File: src/rtl/dist_bin2bcd.sv
// dist_bin2bcd: sequential binary-to-BCD converter (shift-add-3 / double-dabble).
// Converts one unsigned binary distance word over IN_W shift cycles. The result is
// registered and saturated to all nines when the input exceeds 10**DIGITS-1.
// Optional feature macro: DIST_BLANK_EN (leading-zero blanking mask on 'blank').
module dist_bin2bcd #(
   parameter int IN_W   = 33,
   parameter int DIGITS = 4,
   parameter int CNT_W  = 6
) (
   input  logic                  clk,
   input  logic                  rst,
   input  logic                  in_valid,
   input  logic [IN_W-1:0]       bin_in,
   output logic                  in_ready,
   output logic                  out_valid,
   output logic [4*DIGITS-1:0]   bcd_out,
   output logic                  overflow,
   output logic [DIGITS-1:0]     blank
);

   localparam int BCD_W = 4 * DIGITS;
   localparam logic [IN_W-1:0] MAX_VAL = IN_W'(10**DIGITS - 1);

   typedef enum logic [1:0] {
      S_IDLE  = 2'd0,
      S_SHIFT = 2'd1,
      S_DONE  = 2'd2
   } state_t;

   // Add 3 to every BCD digit that is 5 or more, ahead of the next left shift.
   function automatic logic [BCD_W-1:0] add3_digits(input logic [BCD_W-1:0] v);
      logic [BCD_W-1:0] r;
      r = v;
      for (int i = 0; i < DIGITS; i++) begin
         if (v[4*i +: 4] >= 4'd5) begin
            r[4*i +: 4] = v[4*i +: 4] + 4'd3;
         end else begin
            r[4*i +: 4] = v[4*i +: 4];
         end
      end
      return r;
   endfunction

   state_t                 state_q, state_d;
   logic [IN_W-1:0]        shift_q, shift_d;
   logic [BCD_W-1:0]       bcd_q, bcd_d;
   logic [CNT_W-1:0]       cnt_q, cnt_d;
   logic                   ovf_q, ovf_d;
   logic                   out_valid_q, out_valid_d;
   logic [BCD_W-1:0]       bcd_out_q, bcd_out_d;
   logic                   overflow_q, overflow_d;
   logic [BCD_W+IN_W-1:0]  cat_s;

`ifdef DIST_BLANK_EN
   logic [DIGITS-1:0]      blank_q, blank_d;

   // Mark every digit above the highest non-zero digit; digit 0 always shown.
   function automatic logic [DIGITS-1:0] blank_mask(input logic [BCD_W-1:0] v);
      logic [DIGITS-1:0] m;
      logic              nz;
      m  = {DIGITS{1'b0}};
      nz = 1'b0;
      for (int i = DIGITS - 1; i >= 1; i--) begin
         nz   = nz | (v[4*i +: 4] != 4'd0);
         m[i] = ~nz;
      end
      m[0] = 1'b0;
      return m;
   endfunction
`endif

   // Next-state, datapath and output-register load logic for the conversion FSM.
   always_comb begin
      state_d     = state_q;
      shift_d     = shift_q;
      bcd_d       = bcd_q;
      cnt_d       = cnt_q;
      ovf_d       = ovf_q;
      out_valid_d = 1'b0;
      bcd_out_d   = bcd_out_q;
      overflow_d  = overflow_q;
      cat_s       = {bcd_q, shift_q};
`ifdef DIST_BLANK_EN
      blank_d     = blank_q;
`endif
      case (state_q)
         S_IDLE: begin
            if (in_valid) begin
               shift_d = bin_in;
               bcd_d   = {BCD_W{1'b0}};
               cnt_d   = CNT_W'(IN_W);
               ovf_d   = (bin_in > MAX_VAL);
               state_d = S_SHIFT;
            end else begin
               state_d = S_IDLE;
            end
         end
         S_SHIFT: begin
            // Bits leaving the top of the scratch BCD are simply dropped.
            cat_s   = {add3_digits(bcd_q), shift_q} << 1;
            bcd_d   = cat_s[BCD_W+IN_W-1 -: BCD_W];
            shift_d = cat_s[IN_W-1:0];
            cnt_d   = cnt_q - CNT_W'(1);
            if (cnt_q == CNT_W'(1)) begin
               state_d = S_DONE;
            end else begin
               state_d = S_SHIFT;
            end
         end
         S_DONE: begin
            if (ovf_q) begin
               bcd_out_d = {DIGITS{4'h9}};
            end else begin
               bcd_out_d = bcd_q;
            end
            overflow_d  = ovf_q;
            out_valid_d = 1'b1;
`ifdef DIST_BLANK_EN
            if (ovf_q) begin
               blank_d = {DIGITS{1'b0}};
            end else begin
               blank_d = blank_mask(bcd_q);
            end
`endif
            state_d = S_IDLE;
         end
         default: begin
            state_d = S_IDLE;
         end
      endcase
   end

   // State and output registers with synchronous active-high reset.
   always_ff @(posedge clk) begin
      if (rst) begin
         state_q     <= S_IDLE;
         shift_q     <= {IN_W{1'b0}};
         bcd_q       <= {BCD_W{1'b0}};
         cnt_q       <= {CNT_W{1'b0}};
         ovf_q       <= 1'b0;
         out_valid_q <= 1'b0;
         bcd_out_q   <= {BCD_W{1'b0}};
         overflow_q  <= 1'b0;
`ifdef DIST_BLANK_EN
         blank_q     <= {DIGITS{1'b0}};
`endif
      end else begin
         state_q     <= state_d;
         shift_q     <= shift_d;
         bcd_q       <= bcd_d;
         cnt_q       <= cnt_d;
         ovf_q       <= ovf_d;
         out_valid_q <= out_valid_d;
         bcd_out_q   <= bcd_out_d;
         overflow_q  <= overflow_d;
`ifdef DIST_BLANK_EN
         blank_q     <= blank_d;
`endif
      end
   end

   assign in_ready  = (state_q == S_IDLE);
   assign out_valid = out_valid_q;
   assign bcd_out   = bcd_out_q;
   assign overflow  = overflow_q;
`ifdef DIST_BLANK_EN
   assign blank     = blank_q;
`else
   assign blank     = {DIGITS{1'b0}};
`endif

endmodule
File: config.mk
export PLATFORM = sky130hd
export DESIGN_NAME = dist_bin2bcd
export DESIGN_NICKNAME = d
export VERILOG_FILES = /design/src/rtl/dist_bin2bcd.sv
export SDC_FILE = /design/constraint.sdc
export NUM_CORES = 1
export LEC_CHECK = 0
export CELL_PAD_IN_SITES_DETAIL_PLACEMENT = 0
export CELL_PAD_IN_SITES_GLOBAL_PLACEMENT = 2
export CORE_ASPECT_RATIO = 0.6
export CORE_UTILIZATION = 33
export CTS_CLUSTER_DIAMETER = 30
export DETAILED_ROUTE_END_ITERATION = 6
export HOLD_SLACK_MARGIN = 0.08
export PLACE_DENSITY = 0.92
export SYNTH_ARGS = -nofsm -noshare
export SYNTH_HDL_FRONTEND = slang
export SYNTH_SLANG_ARGS = --single-unit
export TNS_END_PERCENT = 1
File: constraint.sdc
create_clock -name clk -period 4.6 [get_ports clk]
set_input_delay 0.92 -clock clk [delete_from_list [all_inputs] [get_ports clk]]
set_output_delay 0.92 -clock clk [all_outputs]
set_load 0.01 [all_outputs]
# Word-level counts from Yosys, hierarchy flattened
# Cells that the tools add are included.
# classes
addsub	5
n_mul	0
n_div	0
order_cmp	5
eq_ne	4
shifts	0
n_mux	15
n_bitwise	0
n_reduce_logical	4
# ops
cell	count
case mux 33 bit (2 select lines)	1
> comparator 33 x 14 -> 1 bit, second input constant	1
2-to-1 mux 33 bit	1
2-to-1 mux 16 bit	2
case mux 16 bit (2 select lines)	1
>= comparator 4 x 3 -> 1 bit, second input constant	4
adder 4 x 2 -> 4 bit, second input constant	3
2-to-1 mux 4 bit	3
case mux 6 bit (2 select lines)	1
== test 6 x 1 -> 1 bit, second input constant	1
2-to-1 mux 6 bit	1
subtractor 6 x 1 -> 6 bit, second input constant	1
case mux 2 bit (2 select lines)	1
AND reduction 2 bit	2
adder 3 x 2 -> 3 bit, second input constant	1
2-to-1 mux 3 bit	1
== test 2 x 1 -> 1 bit, second input constant	1
== test 2 bit, second input constant	1
zero test 2 bit	1
2-to-1 mux 1 bit	2
2-to-1 mux 2 bit	1
!= test 2 bit, second input constant	1
nonzero test 2 bit	1
# totals
reg_bits	76
latchBits	0
ram_bits	0
romBits	0
in_bits	36
out_inout_bits	23
elab_cells	41
mem_count	0

# Longest topological paths before layout
# depth
depth_word	3
ltp_mapped	7
depth_no_buf	6

# Least setup slack after synthesis
# Ideal clock, no wire load.
# synth_path
path_kind	in2reg
startpoint	in bin_in[7]
endpoint	reg ovf_q
setup_time_ps	131
arrival_ps	2015
required_ps	4469
path_slack_ps	2454
cell_stages	4
path_cell_list	or3_1 > or3b_1 > a2111oi_2 > a211oi_1
# synth_between
elab_chain_len	1
# synth_rtl
item	line_no	source
start, declared	13	input logic [IN_W-1:0] bin_in,
> comparator 33 x 14 -> 1 bit	92	ovf_d = (bin_in > MAX_VAL);
end signal, assigned	152	ovf_q <= ovf_d;
end, declared	48	logic ovf_q, ovf_d;
# No other way between the ends.
# A chain may end at the register's enable or synchronous reset.

# Worst setup path in the final report
# layout_path
startpoint	in in_valid
endpoint	reg ovf_q
# layout_between
elab_chain_len	1
# layout_rtl
item	line_no	source
start, declared	12	input logic in_valid,
AND reduction 2 bit (no source line)	n/a	
# No other way between the ends.

==> results_dict.tcl <==
set metrics [dict create \
    period_share 0.547 \
    antenna_found_initial 0 \
    first_pass_iters 4 \
    grt_max_degree 41 \
    final-hold-violation-count 0 \
    vdd_drop_max_uv 198 \
    coreArea_um2 9430 \
    yosys-top-cells-count "dfxtp_1 (76), a21oi_1 (49), nand2_1 (48)" \
    synth-seq-area-share 0.463 \
    required_ns 4.81 \
    hold_buffers 0 \
    clockBufferDepth 2 \
    setup_tns_ns 0 \
    nNetsFinal 466 \
    endpoint_kind "register" \
    synth.most_common_cell "dfxtp_1" \
    synthTopCellsByArea "dfxtp_1 (46%), a21oi_1 (7.5%), a22oi_1 (7.3%)" \
    finalWeightedCongestion 0.765 \
    finClkSkew_ns 0.00796 \
    synth_seq_cells 76 \
    status "complete, no violations" \
    ys.flop_type "dfxtp_1" \
    synth-simple-area-share 0.182 \
    clockRootBuffer "clkbuf_16" \
    rsz0062_at_grt "no" \
    grt_pass1_vias 2753 \
    cts_setup_buffers 0 \
    first_iter_violations 189 \
    htree_levels 3 \
    totalWireLength_mm 8.37 \
    final_max_slew_viol_count 0 \
    ys_types 40 \
    ys_warn_count 0 \
    cts_resized 0 \
    min-delay-path-class "reg2reg" \
    p_leak_nw 1.48 \
    start_util 0.348 \
    clk_latency_ns 0.34 \
    io_pins 59 \
    track_usage 0.172 \
    crit_fanout 39 \
    fin_ws_ns 2.08 \
    die_height_um 79.3 \
    rows 27 \
    yosys.area.top_type_share 0.463 \
    cts_tree "built" \
    detailroute.via_count 2911 \
    dpl.hpwl_mm 5.55 \
    diodes 0 \
    max_cap_viol_count 0 \
    viasPerCell 5.25 \
    clk_pin_slew_ns 0.06 \
    synthMuxAreaShare 0.0190 \
    area_delta_synth_final_pct 27.5 \
    grt_pass1_wl_mm 13.6 \
    worst_pin_slew_ns 1.15 \
    numClockSinks 76 \
    synthCells 377 \
    wl_per_cell_um 15.1 \
    port_buffers 54 \
    cts_buffers 9 \
    grt-ovfl-total 0 \
    die_w_um 131 \
    synth_edf_count 0 \
    path_class "in2reg" \
    final_antenna_net_count 0 \
    syn_area_um2 3280 \
    synth_top_family_by_area "compound AO/OA/AOI/OAI gates" \
    place_ws_ns 1.74 \
    drc 0 \
    fmax_mhz 397 \
    async_flop_share 0 \
    final_layout_size_suffix_gt1_frac 0.0612 \
    final-setup-viol-count 0 \
    cp.arrival_ns 2.73 \
    yosys.area.top_type "dfxtp_1" \
    power.density_nw_per_um2 380 \
    slew_headroom 0.235 \
    startpoint_type "input pin" \
    synth_compound_area_frac 0.225 \
    synth_xor_area_frac 0.0187 \
    avgSynthCellArea_um2 8.71 \
    period_minus_slack_ns 2.52 \
    die-area_um2 10400 \
    synth_fa_ha_area_frac 0.0381 \
]
## routing by layer
layer | routed length, µm | up-vias | global-route usage
met4 | 87 | 0 | 0.0598
met3 | 470 | 8 | 0.0505
met5 | 0 | - | 0
met2 | 3500 | 75 | 0.254
met1 | 4320 | 1387 | 0.235
li1 | - | 1441 | -
## where the power goes
group          internal, mW  leakage [nW]  switching, mW
Combinational        0.0780         0.711          0.102
Clock                 0.434         0.147          0.266
Sequential            0.691         0.619         0.0240
Total                  1.20          1.48          0.391
## final timing paths
kind / startpoint / end / slack, ns / cells past startpoint
worst max-delay path: in_valid / ovf_q / 2.08 / 6
worst min register to register: bcd_out[9] / bcd_out[9] / 0.45 / 2
worst min-delay path: bcd_out[9] / bcd_out[9] / 0.45 / 2
worst max register to register: state_q[0] / bcd_q[7] / 2.52 / 5
## kinds of logic after synthesis
kind of cell	Yosys count
AOI/OAI and AO/OA	113
adders and majority gates	10
and+or+nand+nor	125
xor gates and xnor gates	7
muxes	6
DFF	76
other	1
buffers and inverters	39
## per-stage QoR
step / instances / total power, mW / hold WS [ns] / area (µm²) / util
global route: 555 / 1.66 / 0.475 / 4190 / 0.444
detailed placement: 539 / 0.908 / 0.449 / 3890 / 0.413
CTS: 555 / 1.61 / 0.458 / 4190 / 0.444
finish: 555 / 1.59 / 0.454 / 4190 / 0.444
floorplan: 380 / 0.835 / 0.425 / 3300 / -
global placement: 539 / 0.903 / 0.442 / 3890 / 0.413
## registers in the layout, indices dropped and copies added, names as in the netlist
signal	count
shift_q	33
bcd_out	16
state_q	2
out_valid	1
bcd_q	16
overflow	1
ovf_q	1
cnt_q	6
## worst max-delay path: stages
cell and delay [ns]:
clkdlybuf4s50_1 0.52, nor3b_2 0.17, buf_4 0.40, nand4_1 0.23, a2111oi_2 0.37, a211oi_1 0.09
## cell usage in the layout (no fill, tap or decap), drive strengths merged, types with 4 or more instances in the layout
cell,instances
inv,10
a32o,4
a22oi,32
o31ai,4
or3,5
a22o,4
ha,10
clkbuf,12
o21ai,5
o22ai,5
nor4,6
conb,4
nand2b,9
xnor2,4
a21oi,49
nor3,17
clkdlybuf4s50,53
nand2,48
nor2,22
mux2i,4
dfxtp,76
buf,5
nand3b,4
## layout make-up
cell class              count  area [µm²]
fillers                   924        5240
multi-input cells         265        1610
flip-flops and latches     76        1520
repair buffers             58         566
clock buffers              12         246
well taps                 130         163
clock inverters             4        48.8
inverters                  10        37.5
Power figures use the tool's default switching activity.
